==> src/rtl/wb_stream_writer_ctrl_if.sv <==
// Wishbone classic/burst read bus between the stream writer and a memory slave.
interface wb_stream_writer_ctrl_if #(
    parameter int unsigned WB_AW = 32,
    parameter int unsigned WB_DW = 32
) ();
    logic [WB_AW-1:0]   wbm_adr_o;
    logic [WB_DW/8-1:0] wbm_sel_o;
    logic               wbm_we_o;
    logic               wbm_cyc_o;
    logic               wbm_stb_o;
    logic [2:0]         wbm_cti_o;
    logic [1:0]         wbm_bte_o;
    logic [WB_DW-1:0]   wbm_dat_i;
    logic               wbm_ack_i;
    logic               wbm_err_i;

    modport master (
        output wbm_adr_o, wbm_sel_o, wbm_we_o, wbm_cyc_o, wbm_stb_o, wbm_cti_o, wbm_bte_o,
        input  wbm_dat_i, wbm_ack_i, wbm_err_i
    );

    modport slave (
        input  wbm_adr_o, wbm_sel_o, wbm_we_o, wbm_cyc_o, wbm_stb_o, wbm_cti_o, wbm_bte_o,
        output wbm_dat_i, wbm_ack_i, wbm_err_i
    );
endinterface

==> src/rtl/wb_stream_writer_ctrl.sv <==
// Reads a circular memory buffer in Wishbone bursts and pushes each word into a downstream FIFO.
module wb_stream_writer_ctrl #(
    parameter int unsigned WB_AW   = 32,
    parameter int unsigned WB_DW   = 32,
    parameter int unsigned FIFO_AW = 5
) (
    input  logic                 wb_clk_i,
    input  logic                 wb_rst_ni,
    input  logic                 enable,
    input  logic [WB_AW-1:0]     start_adr,
    input  logic [WB_AW-1:0]     buf_size,
    input  logic [WB_AW-1:0]     burst_size,
    wb_stream_writer_ctrl_if.master wbm,
    output logic [WB_DW-1:0]     fifo_d,
    output logic                 fifo_wr,
    input  logic [FIFO_AW:0]     fifo_free,
    output logic                 busy,
    output logic                 irq,
    output logic                 err
);
    localparam int unsigned BPW = WB_DW / 8;
    localparam int unsigned BSH = $clog2(BPW);

    typedef enum logic [1:0] {
        S_IDLE  = 2'd0,
        S_WAIT  = 2'd1,
        S_BURST = 2'd2
    } state_t;

    state_t           r_state;
    state_t           w_state_next;

    logic [WB_AW-1:0] r_ofs;
    logic [WB_AW-1:0] r_beat;
    logic [WB_AW-1:0] r_blen;
    logic [WB_AW-1:0] r_start;
    logic [WB_AW-1:0] r_buf;
    logic             r_irq;
    logic             r_err;

    logic             w_start;
    logic [WB_AW-1:0] w_ofs_eff;
    logic [WB_AW-1:0] w_rem;
    logic [WB_AW-1:0] w_blen;
    logic             w_fifo_ok;
    logic             w_in_burst;
    logic             w_err_hit;
    logic             w_ack_hit;
    logic             w_last;
    logic [WB_AW-1:0] w_ofs_inc;

    // Burst sizing from live configuration; a shrunken buffer restarts from offset 0
    always_comb begin
        w_start    = enable && (buf_size != '0) && (burst_size != '0);
        w_ofs_eff  = (r_ofs >= buf_size) ? '0 : r_ofs;
        w_rem      = buf_size - w_ofs_eff;
        w_blen     = (burst_size < w_rem) ? burst_size : w_rem;
        w_fifo_ok  = WB_AW'(fifo_free) >= w_blen;
        w_in_burst = (r_state == S_BURST);
        w_err_hit  = w_in_burst && wbm.wbm_err_i;
        w_ack_hit  = w_in_burst && wbm.wbm_ack_i && !wbm.wbm_err_i;
        w_last     = (r_beat == (r_blen - WB_AW'(1)));
        w_ofs_inc  = r_ofs + WB_AW'(1);
    end

    // State register
    always_ff @(posedge wb_clk_i or negedge wb_rst_ni) begin
        if (!wb_rst_ni) begin
            r_state <= S_IDLE;
        end else begin
            r_state <= w_state_next;
        end
    end

    // Next-state logic; an error ends the pass regardless of enable
    always_comb begin
        w_state_next = r_state;
        case (r_state)
            S_IDLE: begin
                if (w_start) begin
                    w_state_next = S_WAIT;
                end
            end
            S_WAIT: begin
                if (!enable) begin
                    w_state_next = S_IDLE;
                end else if ((w_blen != '0) && w_fifo_ok) begin
                    w_state_next = S_BURST;
                end
            end
            S_BURST: begin
                if (w_err_hit) begin
                    w_state_next = S_IDLE;
                end else if (w_ack_hit && w_last) begin
                    w_state_next = enable ? S_WAIT : S_IDLE;
                end
            end
            default: w_state_next = S_IDLE;
        endcase
    end

    // Output decode: bus qualifiers from state, zero-latency FIFO write on ack
    always_comb begin
        wbm.wbm_adr_o = '0;
        wbm.wbm_sel_o = '0;
        wbm.wbm_we_o  = 1'b0;
        wbm.wbm_cyc_o = 1'b0;
        wbm.wbm_stb_o = 1'b0;
        wbm.wbm_cti_o = 3'b000;
        wbm.wbm_bte_o = 2'b00;
        fifo_wr       = 1'b0;
        fifo_d        = '0;
        busy          = (r_state != S_IDLE);
        if (w_in_burst) begin
            wbm.wbm_cyc_o = 1'b1;
            wbm.wbm_stb_o = 1'b1;
            wbm.wbm_sel_o = {BPW{1'b1}};
            wbm.wbm_adr_o = r_start + (r_ofs << BSH);
            wbm.wbm_cti_o = w_last ? 3'b111 : 3'b010;
        end
        if (w_ack_hit) begin
            fifo_wr = 1'b1;
            fifo_d  = wbm.wbm_dat_i;
        end
    end

    // Datapath: offset/beat tracking, config capture at burst start, irq and sticky error
    always_ff @(posedge wb_clk_i or negedge wb_rst_ni) begin
        if (!wb_rst_ni) begin
            r_ofs   <= '0;
            r_beat  <= '0;
            r_blen  <= '0;
            r_start <= '0;
            r_buf   <= '0;
            r_irq   <= 1'b0;
            r_err   <= 1'b0;
        end else begin
            r_irq <= 1'b0;
            case (r_state)
                S_IDLE: begin
                    if (w_start) begin
                        r_ofs <= '0;
                        r_err <= 1'b0;
                    end
                end
                S_WAIT: begin
                    if (w_state_next == S_BURST) begin
                        r_ofs   <= w_ofs_eff;
                        r_blen  <= w_blen;
                        r_start <= start_adr;
                        r_buf   <= buf_size;
                        r_beat  <= '0;
                    end
                end
                S_BURST: begin
                    if (w_err_hit) begin
                        r_err <= 1'b1;
                    end else if (w_ack_hit) begin
                        r_beat <= r_beat + WB_AW'(1);
                        if (w_ofs_inc == r_buf) begin
                            r_ofs <= '0;
                            r_irq <= 1'b1;
                        end else begin
                            r_ofs <= w_ofs_inc;
                        end
                    end
                end
                default: begin
                    r_irq <= 1'b0;
                end
            endcase
        end
    end

    assign irq = r_irq;
    assign err = r_err;
endmodule

==> src/flat_wrapper.sv <==
// flat-port wrapper written by rule: the top's interface ports become plain ports
module wb_stream_writer_ctrl_flat 
#(
    parameter int unsigned WB_AW   = 32,
    parameter int unsigned WB_DW   = 32,
    parameter int unsigned FIFO_AW = 5
)
  (wb_clk_i, wb_rst_ni, enable, start_adr, buf_size, burst_size, fifo_d, fifo_wr, fifo_free, busy, irq, err, wbm_wbm_adr_o, wbm_wbm_sel_o, wbm_wbm_we_o, wbm_wbm_cyc_o, wbm_wbm_stb_o, wbm_wbm_cti_o, wbm_wbm_bte_o, wbm_wbm_dat_i, wbm_wbm_ack_i, wbm_wbm_err_i);
  wb_stream_writer_ctrl_if #(.WB_AW(WB_AW), .WB_DW(WB_DW)) wbm_i ();
  input  logic wb_clk_i;
  input  logic wb_rst_ni;
  input  logic enable;
  input  logic [WB_AW-1:0] start_adr;
  input  logic [WB_AW-1:0] buf_size;
  input  logic [WB_AW-1:0] burst_size;
  output logic [WB_DW-1:0] fifo_d;
  output logic fifo_wr;
  input  logic [FIFO_AW:0] fifo_free;
  output logic busy;
  output logic irq;
  output logic err;
  output wire logic [$bits(wbm_i.wbm_adr_o)-1:0] wbm_wbm_adr_o;
  output wire logic [$bits(wbm_i.wbm_sel_o)-1:0] wbm_wbm_sel_o;
  output wire logic [$bits(wbm_i.wbm_we_o)-1:0] wbm_wbm_we_o;
  output wire logic [$bits(wbm_i.wbm_cyc_o)-1:0] wbm_wbm_cyc_o;
  output wire logic [$bits(wbm_i.wbm_stb_o)-1:0] wbm_wbm_stb_o;
  output wire logic [$bits(wbm_i.wbm_cti_o)-1:0] wbm_wbm_cti_o;
  output wire logic [$bits(wbm_i.wbm_bte_o)-1:0] wbm_wbm_bte_o;
  input wire logic [$bits(wbm_i.wbm_dat_i)-1:0] wbm_wbm_dat_i;
  input wire logic [$bits(wbm_i.wbm_ack_i)-1:0] wbm_wbm_ack_i;
  input wire logic [$bits(wbm_i.wbm_err_i)-1:0] wbm_wbm_err_i;
  assign wbm_wbm_adr_o = wbm_i.wbm_adr_o;
  assign wbm_wbm_sel_o = wbm_i.wbm_sel_o;
  assign wbm_wbm_we_o = wbm_i.wbm_we_o;
  assign wbm_wbm_cyc_o = wbm_i.wbm_cyc_o;
  assign wbm_wbm_stb_o = wbm_i.wbm_stb_o;
  assign wbm_wbm_cti_o = wbm_i.wbm_cti_o;
  assign wbm_wbm_bte_o = wbm_i.wbm_bte_o;
  assign wbm_i.wbm_dat_i = wbm_wbm_dat_i;
  assign wbm_i.wbm_ack_i = wbm_wbm_ack_i;
  assign wbm_i.wbm_err_i = wbm_wbm_err_i;
  wb_stream_writer_ctrl #(.WB_AW(WB_AW), .WB_DW(WB_DW), .FIFO_AW(FIFO_AW)) u_core (.wb_clk_i(wb_clk_i), .wb_rst_ni(wb_rst_ni), .enable(enable), .start_adr(start_adr), .buf_size(buf_size), .burst_size(burst_size), .wbm(wbm_i), .fifo_d(fifo_d), .fifo_wr(fifo_wr), .fifo_free(fifo_free), .busy(busy), .irq(irq), .err(err));
endmodule
==> config.mk <==
export PLATFORM = sky130hd
export DESIGN_NAME = wb_stream_writer_ctrl_flat
export DESIGN_NICKNAME = d
export VERILOG_FILES = /design/src/rtl/wb_stream_writer_ctrl_if.sv /design/src/rtl/wb_stream_writer_ctrl.sv /design/src/flat_wrapper.sv
export SDC_FILE = /design/constraint.sdc
export NUM_CORES = 1
export LEC_CHECK = 0
export CAP_MARGIN = 20
export CORE_MARGIN = 2
export CORE_UTILIZATION = 35
export CTS_CLUSTER_SIZE = 8
export DETAILED_ROUTE_END_ITERATION = 10
export PLACE_DENSITY = 0.62
export REMOVE_ABC_BUFFERS = 1
export SLEW_MARGIN = 5
export SYNTH_ARGS = -nofsm -noshare
export SYNTH_HDL_FRONTEND = slang
export SYNTH_SLANG_ARGS = --single-unit
==> constraint.sdc <==
create_clock -name wb_clk_i -period 10.4 [get_ports wb_clk_i]
set_input_delay 1.56 -clock wb_clk_i [delete_from_list [all_inputs] [get_ports wb_clk_i]]
set_output_delay 1.56 -clock wb_clk_i [all_outputs]
set_load 0.02 [all_outputs]
==> impl_metrics.tcl, run 1 <==
set metrics [dict create \
    fin_crit_sh_pct 97.3 \
    cts_buffer_depth 2 \
    ys_seq_area_share_pct 25.2 \
    relSlewSlack_pct 27.5 \
    nFillCells 4477 \
    totalWireLength_mm 59.0 \
    routedWlPerCell_um 19.7 \
    hpwl_mm 46.1 \
    syn_avg_cell_area_um2 8.17 \
    cap_violations 0 \
    finalInstanceArea_mm2 0.0215 \
    cp-start-kind "input port" \
    cts.sinks 164 \
    wl_met1_mm 24.3 \
    grt_overflow 0 \
    synth_ff_type "dfrtp_1" \
    cts_buffers 17 \
    grtUsageTotal_pct 23.9 \
    placed_cell_area_mm2 0.0206 \
    fin_ws_ns 0.281 \
    dp.cells 2947 \
    h-tree-depth 4 \
    worstRegToRegCells 42 \
    worst_slew_pin_slew_ns 1.08 \
    status "finished, final reports clean" \
    hold_buffers 0 \
    die_y_um 220 \
    setup_violations 0 \
    syn_inst 1996 \
    min_period_ns 10.12 \
    vias 16900 \
    cts_root_buffer "clkbuf_16" \
    critical_path_class "input port to register" \
    worst_ir_drop_vdd_mv 0.128 \
    critPathCapture "u_core.r_blen[31]" \
    netlist_area_mm2 0.0163 \
    path_clk_slew_ns 0.07 \
    die_w_um 220 \
    p_per_area_mw_per_mm2 92.9 \
    core_region_area_mm2 0.0463 \
    crit_fanout 14 \
    crit_path_end_kind "register" \
    place_ws_ns -0.728 \
    critPathMostFrequentCell "buf_4" \
    vias_per_cell 5.64 \
    grt_max_degree 92 \
    numPortBuffers 215 \
    die_area_mm2 0.0484 \
    worstHoldPathType "register to register" \
    finalCoreUtilization_pct 46.5 \
    drt_iter0_markers 1407 \
    cp.arrival_ns 10.48 \
    whs_ns 0.509 \
    cts_tree "done" \
    drive_gt1_share_pct 16.6 \
    async_reset_ff_share_pct 100 \
    yosysWarningCount 0 \
    r2r_slack_ns 1.42 \
    skew_ns 0.0167 \
    critPathSlowestCell "clkdlybuf4s50_1" \
    syn_to_final_growth_pct 31.8 \
    critPathRequiredTime_ns 10.76 \
    clk_latency_ns 0.48 \
    p_leak_uw 0.00985 \
    ff_latch_area_mm2 0.00410 \
    timing.fmax_mhz 98.8 \
    gp_congestion 0.948 \
    grt_pass1_wl_mm 90.1 \
    wl_met2_mm 29.0 \
    hold_violations 0 \
    synth_cell_type_count 90 \
    critPathLaunch "buf_size[19]" \
    num_rows 79 \
    diodes 0 \
    regToRegEndpoint "u_core.r_blen[31]" \
    antenna_left 0 \
    first_global_vias 16500 \
    multi_input_area_mm2 0.0114 \
    wl_met3_mm 3.16 \
    drt_first_pass_iters 6 \
    fin_nets 2647 \
    slowest_delay_ns 0.50 \
    finalNonFillerCells 2989 \
    drc 0 \
    final_max_slew_viol_count 0 \
    top_layer_used "met4" \
    initial_utilization_pct 35.3 \
    ios 219 \
    r2r_start "u_core.r_ofs[18]" \
    synth_edf_count 0 \
    synth-seq-cells 164 \
    antenna_found_initial 0 \
]
-- cell usage after synthesis, types with 25 or more instances --
cell type | instances | area share [%]
nand2_1 | 182 | 4.2
a21o_1 | 39 | 1.8
o31ai_1 | 31 | 1.4
a211oi_1 | 25 | 1.2
and3_1 | 56 | 2.1
nand3_1 | 82 | 2.5
ha_1 | 137 | 11
xor2_1 | 46 | 2.5
dfrtp_1 | 164 | 25
nor2_1 | 126 | 2.9
mux2_4 | 54 | 5.0
nand4_1 | 40 | 1.5
nor4_1 | 44 | 1.7
xnor2_1 | 84 | 4.5
a21oi_1 | 92 | 2.8
o21ai_0 | 134 | 4.1
nor3_1 | 44 | 1.3
o21ai_1 | 43 | 1.3
inv_1 | 99 | 2.3
clkbuf_1 | 77 | 1.8
-- through the flow --
stage,setup TNS (ns),total power (µW)
after global routing,-15.01,2090
after CTS,0,1990
after global placement,-65.25,1290
after detailed placement,-104.63,1300
final,0,2000
after floorplan,-786.56,976
-- worst max-delay path: cells and delay by family --
kind | cells | cell delay [ns]
AO/OA/AOI/OAI | 17 | 3.25
XOR/XNOR | 1 | 0.12
adder cells (fa/ha/maj) | 4 | 1.31
buffers and inverters | 11 | 2.05
multiplexers | 2 | 0.58
AND/OR/NAND/NOR | 9 | 1.60
-- cell families (layout without fill, tap and decap cells) --
family | after synthesis | count (layout) | synth area share [%]
simple gates | 732 | 732 | 23.5
compound gates | 542 | 542 | 21.6
buf+inv | 214 | 598 | 5.78
flops | 164 | 164 | 25.2
fa+ha+maj | 139 | 139 | 10.8
xor+xnor | 130 | 130 | 6.98
mux | 74 | 74 | 6.22
other cells | 1 | 3 | 0.0230
-- worst min path at each step --
stage | startpoint | to | slack (ns) | depth (start not counted)
after floorplan | u_core.r_start[0] | u_core.r_start[0] | 0.47 | 1
after global routing | u_core.r_start[1] | u_core.r_start[1] | 0.53 | 1
after CTS | u_core.r_start[1] | u_core.r_start[1] | 0.51 | 1
final | u_core.r_start[1] | u_core.r_start[1] | 0.51 | 1
after detailed placement | u_core.r_start[1] | u_core.r_start[1] | 0.49 | 1
after global placement | u_core.r_start[1] | u_core.r_start[1] | 0.49 | 1
-- layer usage --
metal,global-route usage (%),vias up
li1,-,8126
met1,28.9,8036
met2,41.7,569
met3,3.19,122
met4,11.5,0
met5,0,-
-- layout make-up --
class                   count  share of cell area (%)
inverters                  99                    1.73
multi-input cells        1620                    53.2
well taps                 607                    3.53
clock buffers              23                    2.22
flip-flops and latches    164                    19.1
repair buffers            467                    19.6
clock inverters             9                   0.658
-- sequential cells by signal (all words and copies together), names as in the netlist --
name	count
u_core.r_buf	32
u_core.r_blen	32
u_core.r_state	2
u_core.r_beat	32
u_core.err	1
u_core.irq	1
u_core.r_ofs	32
u_core.r_start	32
-- cell usage in the layout (no fill, tap or decap), types with 42 or more instances in the layout --
master,Yosys,routed
a21oi_1,92,88
and3_1,56,56
buf_4,10,239
clkdlybuf4s50_1,0,214
dfrtp_1,164,164
ha_1,137,136
inv_1,99,99
mux2_4,54,54
nand2_1,182,181
nand3_1,82,82
nor2_1,126,126
nor3_1,44,42
nor4_1,44,43
o21ai_0,134,128
o21ai_1,43,47
xnor2_1,84,84
xor2_1,46,45
-- power by group --
group | switching, µW | total, µW | internal [µW]
sequential | 8.02 | 649 | 641
combinational | 379 | 665 | 285
clock | 284 | 683 | 400
total | 671 | 2000 | 1330
-- what timing repair did --
item | 4_1_cts | 5_1_grt
gates resized for setup | 7 | 30
setup buffers | 0 | 7
hold endpoints to repair | 0 | 0
setup endpoints to repair | 158 | 160
pin swaps | 2 | 16
cloned | 0 | 3
(Power assumes the default switching activity.)
==> run 2, diff against run 1 <==
HOLD_SLACK_MARGIN = 0.1   (was default)
==> results of run 2 <==
Same layout as run 1: the final DEF is identical, and so are final timing and power.
==> run 3, diff against run 2 <==
CORE_UTILIZATION = 30   (was 35)
GPL_ROUTABILITY_DRIVEN = 0   (was default)
PLACE_DENSITY = 0.56   (was 0.62)
==> impl_metrics.tcl, run 3 (same netlist as run 1, synthesis figures left out) <==
set metrics [dict create \
    crit_path_end_kind "register" \
    cp-start-kind "input port" \
    crit_fanout 16 \
    antenna_left 0 \
    dp.cells 3023 \
    hold_buffers 0 \
    worst_slew_pin_slew_ns 0.913 \
    final_cell_mix "224 x buf_4, 214 x clkdlybuf4s50_1, 181 x nand2_1" \
    first_global_vias 16400 \
    hold_violations 0 \
    nFillCells 5486 \
    finalNonFillerCells 3059 \
    vias 16800 \
    worst_ir_drop_vdd_mv 0.136 \
    drive_gt1_share_pct 16.1 \
    worstRegToRegCells 44 \
    hpwl_mm 47.2 \
    hp-start "u_core.r_start[1]" \
    p_int_uw 1290 \
    tns_ns 0 \
    p_clk_share_pct 33.1 \
    die_w_um 237 \
    p_sw_share_pct 34.5 \
    h-tree-depth 4 \
    relSlewSlack_pct 38.6 \
    grt_overflow 0 \
    fin_ws_ns 0.384 \
    worstHoldPathType "register to register" \
    fin_crit_sh_pct 96.3 \
    ios 219 \
    regToRegEndpoint "u_core.r_ofs[0]" \
    path_clk_slew_ns 0.07 \
    cts.sinks 164 \
    totalWireLength_mm 59.8 \
    core_region_area_mm2 0.0538 \
    numPortBuffers 215 \
    power_uw 1970 \
    seq_power_share_pct 33.1 \
    drt_iter0_markers 1320 \
    slowest_delay_ns 0.51 \
    p_sw_uw 678 \
    critPathRequiredTime_ns 10.75 \
    cap_violations 0 \
    grt_pass1_wl_mm 92.9 \
    path_buf_inv 12 \
    r2r_start "u_core.r_ofs[17]" \
    cts_root_buffer "clkbuf_16" \
    place_ws_ns -0.509 \
    r2r_slack_ns 1.34 \
    final_max_slew_viol_count 0 \
    drt_first_pass_iters 8 \
    grtUsageTotal_pct 21.2 \
    fin_nets 2629 \
    diodes 0 \
    whs_path_depth 1 \
    num_rows 85 \
    pwr-share-comb_pct 33.9 \
    die_area_mm2 0.0563 \
    skew_ns 0.0137 \
    finalCoreUtilization_pct 39.7 \
    hold_end "u_core.r_start[1]" \
    drc 0 \
    timing.fmax_mhz 99.8 \
    final_common_cell "buf_4" \
    syn_to_final_growth_pct 31.0 \
    cts_buffers 17 \
    p_leak_uw 0.00969 \
    clk_latency_ns 0.49 \
    die_y_um 237 \
    critical_path_class "input port to register" \
    status "finished, final reports clean" \
    initial_utilization_pct 30.3 \
    crit_family "compound AO/OA/AOI/OAI gates" \
    routedWlPerCell_um 19.5 \
    antenna_found_initial 0 \
    p_per_area_mw_per_mm2 92.0 \
    vias_per_cell 5.48 \
    min_period_ns 10.02 \
    critPathMostFrequentCell "buf_4" \
    cp.arrival_ns 10.37 \
    cts_buffer_depth 2 \
    cts_tree "done" \
    grt_max_degree 68 \
    critPathSlowestCell "clkdlybuf4s50_1" \
    setup_violations 0 \
]
run 3: per-layer routing:
metal	routed length, µm	global-route usage, %	share of wire (%)
met2	28800	36.2	48
met5	0	0	0
met1	25600	26.5	43
met3	3420	3.77	5.7
met4	2010	8.04	3.4
run 3: area by class of cell:
type,count,area (µm²),area share (%)
multi-input combinational,1620,11400,53.5
tap,696,871,4.08
inverter,99,372,1.74
clock buffer,20,447,2.09
clock inverter,11,126,0.592
timing repair buffer,449,4010,18.8
sequential,164,4100,19.2
run 3: worst max-delay path by stage:
stage                       from           endpoint  cells after the start
floorplan           buf_size[13]  u_core.r_blen[10]                     38
global placement    buf_size[19]   u_core.r_beat[2]                     42
detailed placement  buf_size[19]   u_core.r_beat[4]                     43
CTS                 buf_size[19]   u_core.r_beat[2]                     42
global route        buf_size[13]   u_core.r_ofs[28]                     45
finish              buf_size[13]    u_core.r_ofs[0]                     46
run 3: power by group through the flow:
stage,sequential (µW),clock (µW),combinational [µW]
after CTS,649,667,648
after floorplan,659,0,317
after global routing,650,686,727
final,650,650,665
after detailed placement,661,0,646
after global placement,661,0,637
run 3: what timing repair did:
| action | 4_1_cts | 5_1_grt |
|---|---|---|
| setup buffers | 0 | 4 |
| resized for setup | 1 | 34 |
| pin swaps | 0 | 13 |
| cloned | 0 | 0 |
| setup endpoints to repair | 1 | 160 |
run 3: through the flow:
stage	hold WS (ns)	area, µm²
floorplan	0.474	15800
global placement	0.489	20600
detailed placement	0.488	20600
CTS	0.506	21200
global route	0.533	21400
finish	0.505	21400
run 3: worst register-to-register path: cells and delay by family (launching register included):
kind                       cells  cell delay (ns)
buffers and inverters         10             1.67
DFF                            1             0.70
adders and majority gates      4             1.28
AOI/OAI and AO/OA             21             3.65
muxes                          1             0.22
and+or+nand+nor                8             1.43
